<file path="src/rtl/lut_sweeper_if.sv">
// Handshake bundle for lut_sweeper: table load, sweep control and the per-index sample stream.
// master drives the controls (bench or host); slave is the sweeper itself.
interface lut_sweeper_if #(
   parameter int unsigned N_IN = 3
);
   localparam int unsigned TT_W = 2 ** N_IN;

   logic            load;
   logic [TT_W-1:0] tt_in;
   logic            start;
   logic            inv;
   logic            hold;
   logic            busy;
   logic            valid;
   logic [N_IN-1:0] idx_out;
   logic            f_out;
   logic [N_IN:0]   ones_cnt;
   logic            done;

   modport master (
      output load, tt_in, start, inv, hold,
      input  busy, valid, idx_out, f_out, ones_cnt, done
   );

   modport slave (
      input  load, tt_in, start, inv, hold,
      output busy, valid, idx_out, f_out, ones_cnt, done
   );
endinterface

</file>
<file path="src/rtl/lut_sweeper.sv">
// Programmable N_IN-input truth table that, on start, walks every input combination in order,
// emitting f per index with a valid strobe, counting minterms and pulsing done at the end.
module lut_sweeper #(
   parameter int unsigned N_IN = 3
) (
   input logic         clk,
   input logic         rst,
   lut_sweeper_if.slave bus
);
   localparam int unsigned TT_W = 2 ** N_IN;
   localparam logic [N_IN-1:0] IDX_LAST = N_IN'(TT_W - 1);

   typedef enum logic [1:0] {StIdle, StSweep, StDone} state_e;

   state_e          state;
   logic [TT_W-1:0] tt_reg;
   logic            inv_reg;
   logic [N_IN-1:0] idx;
   logic            valid;
   logic [N_IN-1:0] idx_out;
   logic            f_out;
   logic [N_IN:0]   ones_cnt;
   logic            done;
   logic            f_bit;

   assign f_bit = tt_reg[idx] ^ inv_reg;

   always_ff @(posedge clk) begin
      if (rst) begin
         state    <= StIdle;
         tt_reg   <= '0;
         inv_reg  <= 1'b0;
         idx      <= '0;
         valid    <= 1'b0;
         idx_out  <= '0;
         f_out    <= 1'b0;
         ones_cnt <= '0;
         done     <= 1'b0;
      end else begin
         done <= 1'b0;
         unique case (state)
            StIdle: begin
               // load and start together both apply, so the sweep sees the new table
               if (bus.load) tt_reg <= bus.tt_in;
               if (bus.start) begin
                  inv_reg  <= bus.inv;
                  idx      <= '0;
                  ones_cnt <= '0;
                  state    <= StSweep;
               end
            end
            StSweep: begin
               if (bus.hold) begin
                  valid <= 1'b0;
               end else begin
                  valid    <= 1'b1;
                  idx_out  <= idx;
                  f_out    <= f_bit;
                  ones_cnt <= ones_cnt + (N_IN + 1)'(f_bit);
                  idx      <= idx + N_IN'(1);
                  if (idx == IDX_LAST) state <= StDone;
               end
            end
            StDone: begin
               valid <= 1'b0;
               done  <= 1'b1;
               state <= StIdle;
            end
            default: state <= StIdle;
         endcase
      end
   end

   assign bus.busy     = (state != StIdle);
   assign bus.valid    = valid;
   assign bus.idx_out  = idx_out;
   assign bus.f_out    = f_out;
   assign bus.ones_cnt = ones_cnt;
   assign bus.done     = done;
endmodule

</file>
<file path="src/flat_wrapper.sv">
// flat-port wrapper written by rule: the top's interface ports become plain ports
module lut_sweeper_flat 
#(
   parameter int unsigned N_IN = 3
)
  (clk, rst, bus_load, bus_tt_in, bus_start, bus_inv, bus_hold, bus_busy, bus_valid, bus_idx_out, bus_f_out, bus_ones_cnt, bus_done);
  lut_sweeper_if #(.N_IN(N_IN)) bus_i ();
  input logic clk;
  input logic rst;
  input wire logic [$bits(bus_i.load)-1:0] bus_load;
  input wire logic [$bits(bus_i.tt_in)-1:0] bus_tt_in;
  input wire logic [$bits(bus_i.start)-1:0] bus_start;
  input wire logic [$bits(bus_i.inv)-1:0] bus_inv;
  input wire logic [$bits(bus_i.hold)-1:0] bus_hold;
  output wire logic [$bits(bus_i.busy)-1:0] bus_busy;
  output wire logic [$bits(bus_i.valid)-1:0] bus_valid;
  output wire logic [$bits(bus_i.idx_out)-1:0] bus_idx_out;
  output wire logic [$bits(bus_i.f_out)-1:0] bus_f_out;
  output wire logic [$bits(bus_i.ones_cnt)-1:0] bus_ones_cnt;
  output wire logic [$bits(bus_i.done)-1:0] bus_done;
  assign bus_i.load = bus_load;
  assign bus_i.tt_in = bus_tt_in;
  assign bus_i.start = bus_start;
  assign bus_i.inv = bus_inv;
  assign bus_i.hold = bus_hold;
  assign bus_busy = bus_i.busy;
  assign bus_valid = bus_i.valid;
  assign bus_idx_out = bus_i.idx_out;
  assign bus_f_out = bus_i.f_out;
  assign bus_ones_cnt = bus_i.ones_cnt;
  assign bus_done = bus_i.done;
  lut_sweeper #(.N_IN(N_IN)) u_core (.clk(clk), .rst(rst), .bus(bus_i));
endmodule
</file>
<file path="config.mk">
export PLATFORM = sky130hd
export DESIGN_NAME = lut_sweeper_flat
export DESIGN_NICKNAME = d
export VERILOG_FILES = /design/src/rtl/lut_sweeper_if.sv /design/src/rtl/lut_sweeper.sv /design/src/flat_wrapper.sv
export SDC_FILE = /design/constraint.sdc
export NUM_CORES = 1
export LEC_CHECK = 0
export CAP_MARGIN = 20
export CORE_ASPECT_RATIO = 1.2
export CORE_MARGIN = 4
export CORE_UTILIZATION = 49
export CTS_CLUSTER_DIAMETER = 80
export DETAILED_ROUTE_END_ITERATION = 8
export GPL_ROUTABILITY_DRIVEN = 0
export GPL_TIMING_DRIVEN = 0
export PLACE_DENSITY = 0.77
export SLEW_MARGIN = 20
export SYNTH_ARGS = -nofsm -noshare
export SYNTH_HDL_FRONTEND = slang
export SYNTH_SLANG_ARGS = --single-unit
</file>
<file path="constraint.sdc">
create_clock -name clk -period 2.61 [get_ports clk]
set_clock_uncertainty 0.15 [all_clocks]
set_input_delay 0.6525 -clock clk [delete_from_list [all_inputs] [get_ports clk]]
set_output_delay 0.6525 -clock clk [all_outputs]
set_load 0.02 [all_outputs]
</file>
==> flow_summary.json, run 1 <==
{
  "status": "finished, final reports clean",
  "nFillCells": 191,
  "nNetsFinal": 174,
  "startpoint_type": "register",
  "setup.worst_path.end_class": "register",
  "coreArea_mm2": 0.00212,
  "die-area_mm2": 0.00312,
  "areaGrowthSynthToFinish_pct": 28.7,
  "cts_sinks": 24,
  "fin_hold_ws_ns": 0.315,
  "drt-initial-drc-count": 12,
  "clk_pin_slew_worst_paths_ns": 0.13,
  "hold_buffers": 0,
  "min_path_type": "reg -> reg",
  "syn-instance-count": 124,
  "cts.path.max_buffers": 2,
  "htreeDepth": 1,
  "power_switching_share_pct": 34.6,
  "postCtsSetupBuffers": 0,
  "pwr-share-seq_pct": 39.2,
  "grt_pass1_vias": 934,
  "postSynthAreaPerCell_um2": 9.04,
  "p_sw_uw": 400,
  "ys_seq_area_share_pct": 42.9,
  "wl_per_cell_um": 12.4,
  "grt.busiest_layer": "met2",
  "ir_worst_vdd_uv": 533,
  "cp.required_ns": 2.68,
  "place_inst": 177,
  "synth_nets": 147,
  "layout-drive-gt1-share_pct": 5.33,
  "crit_chain": "mux4_1 -> mux2i_4 -> xnor2_1 -> ha_1 -> ha_1 -> inv_1 -> a211o_1 -> xor2_1 -> nor2_1",
  "setup_tns_ns": 0,
  "crit_arrival_ns": 2.58,
  "synth.top_cell.area_share_pct": 42.9,
  "final_cell_mix": "dfxtp_1, clkdlybuf4s50_1, nand2_1",
  "overflow": 0,
  "grt_usage_pct": 16.3,
  "use_met3_pct": 2.46,
  "max_freq_mhz": 398,
  "path_buf_inv": 1,
  "crit_type": "reg -> reg",
  "numPortBuffers": 23,
  "leakage_nw": 0.558,
  "final_common_cell": "dfxtp_1",
  "n_antenna_cell": 0,
  "initial_core_util_pct": 53.0,
  "comb_power_share_pct": 37.8,
  "grt_use_met2_pct": 30.4,
  "via_count": 932,
  "slew_viol_final": 0,
  "synth_seq_cells": 24,
  "yosysUniqueCellTypes": 22,
  "fin_cells": 180,
  "grt_max_degree": 15,
  "grt_pass1_wl_mm": 3.85,
  "rsz0062_at_grt": "no",
  "synthTopCellsByArea": "dfxtp_1, ha_1, a21oi_1",
  "crit_fanout": 6,
  "die_width_um": 51.7,
  "slowest_stage": "mux4_1",
  "hold_viol_final": 0,
  "fin_crit_ns": 2.51,
  "use_met1_pct": 17.9,
  "hpwl_mm": 1.83,
  "cp_slowest_stage_delay_ns": 0.60,
  "ys_warn_count": 0,
  "p_int_uw": 757,
  "pin_count": 25,
  "clkPwrFrac_pct": 23.0,
  "worst_slew_pin_slew_ns": 0.415,
  "cts_tree": "done",
  "slew_headroom_pct": 72.4,
  "routed_wl_mm": 2.24,
  "insertion_delay_ns": 0.31,
  "crit_path_frequent_cell": "ha_1",
  "ant_nets": 0,
  "synth_top_area_cell": "dfxtp_1",
  "cts_buffers": 3,
  "cap_violations": 0,
  "largest_reg_flops": 8,
  "dr.pass1.iters": 4,
  "synth_area_mm2": 0.00112,
  "via_per_inst": 5.18,
  "finalCritPeriodShare_pct": 96.3,
  "core.rowCount": 18,
  "antenna_found_initial": 0,
  "die_h_um": 60.4,
  "powerDensity_mw_per_mm2": 802,
  "cts_root_buffer": "clkbuf_4",
  "setup_viol": 0,
  "drc": 0,
  "path_delay_family": "multiplexers"
}
## worst reg2reg max path, cell delays in order, from the launching register on
cell	delay [ns]
dfxtp_4	0.41
mux4_1	0.60
mux2i_4	0.22
xnor2_1	0.17
ha_1	0.20
ha_1	0.14
inv_1	0.04
a211o_1	0.27
xor2_1	0.15
nor2_1	0.06
## what timing repair did
action / CTS / global route
resized for setup: 3 / 2
setup endpoints to repair: 2 / 2
pin swaps: 0 / 0
## cell usage after synthesis
master     instances
a211o_1            1
nor2_1            15
xnor2_1            2
ha_1               9
xor2_1             1
clkbuf_1           5
nand2b_1           3
dfxtp_1           24
a2111oi_2          1
nand3_1           10
a211oi_1           1
nand2_1           18
nor2b_1            3
a21o_1             1
a22oi_1            4
nor3_1             1
a21oi_1           14
inv_1              4
mux2i_4            1
mux4_1             2
mux2i_1            3
o21bai_1           1
## worst paths after layout
check	start	to	slack [ns]	depth (start not counted)
setup / recovery	u_core.idx[0]	u_core.bus.ones_cnt[2]	0.1	9
hold / removal	u_core.bus.idx_out[2]	u_core.bus.idx_out[2]	0.32	2
setup reg to reg	u_core.idx[0]	u_core.bus.ones_cnt[2]	0.1	9
hold reg to reg	u_core.bus.idx_out[2]	u_core.bus.idx_out[2]	0.32	2
## cell type report
cell class	count	area, um2	share of cell area (%)
Clock buffer	3	22.5	1.56
Clock inverter	1	30.0	2.08
Tap cell	30	37.5	2.60
Buffer	4	15.0	1.04
Inverter	4	15.0	1.04
Sequential cell	24	484	33.6
Timing Repair Buffer	23	229	15.9
Multi-Input combinational cell	91	609	42.2
## cells by family (layout without fill, tap and decap cells)
group	after synthesis	count (layout)	share of synthesized area [%]
multiplexers	6	6	9.37
adder cells (fa/ha/maj)	9	9	10.0
AO/OA/AOI/OAI	23	23	13.1
AND/OR/NAND/NOR	50	50	19.3
XOR/XNOR	3	3	2.34
flip-flops	24	24	42.9
buffers and inverters	9	35	3.01
## routing by layer
layer	up-vias	part of all wire [%]
met2	21	51
met4	0	1.5
met5	-	0
li1	477	-
met1	430	43
met3	4	4.1
## per-stage QoR
step	cell area (um2)	worst slack [ns]	power, mW	util (%)
final	1440	0.0969	1.16	68.1
after global routing	1440	0.00315	1.24	68.1
after CTS	1440	0.0756	1.17	68.1
after detailed placement	1390	0.00870	0.912	65.6
after global placement	1390	0.0774	0.890	65.6
after floorplan	1120	0.242	0.772	-
## power by group through the flow
stage	clock [mW]	combinational [mW]	sequential, mW
CTS	0.273	0.446	0.454
finish	0.266	0.437	0.454
global route	0.285	0.498	0.461
global placement	0	0.434	0.457
floorplan	0	0.304	0.467
detailed placement	0	0.450	0.462
Note: power is estimated with default switching activity, not from simulation.
==> run 2: changes to the inputs <==
--- a/config.mk
+++ b/config.mk
@@ -14,7 +14,6 @@
 export GPL_ROUTABILITY_DRIVEN = 0
 export GPL_TIMING_DRIVEN = 0
 export PLACE_DENSITY = 0.77
-export SLEW_MARGIN = 20
 export SYNTH_ARGS = -nofsm -noshare
 export SYNTH_HDL_FRONTEND = slang
 export SYNTH_SLANG_ARGS = --single-unit
==> results of run 2 <==
Same layout as run 1: the final DEF is identical, and so are final timing and power.
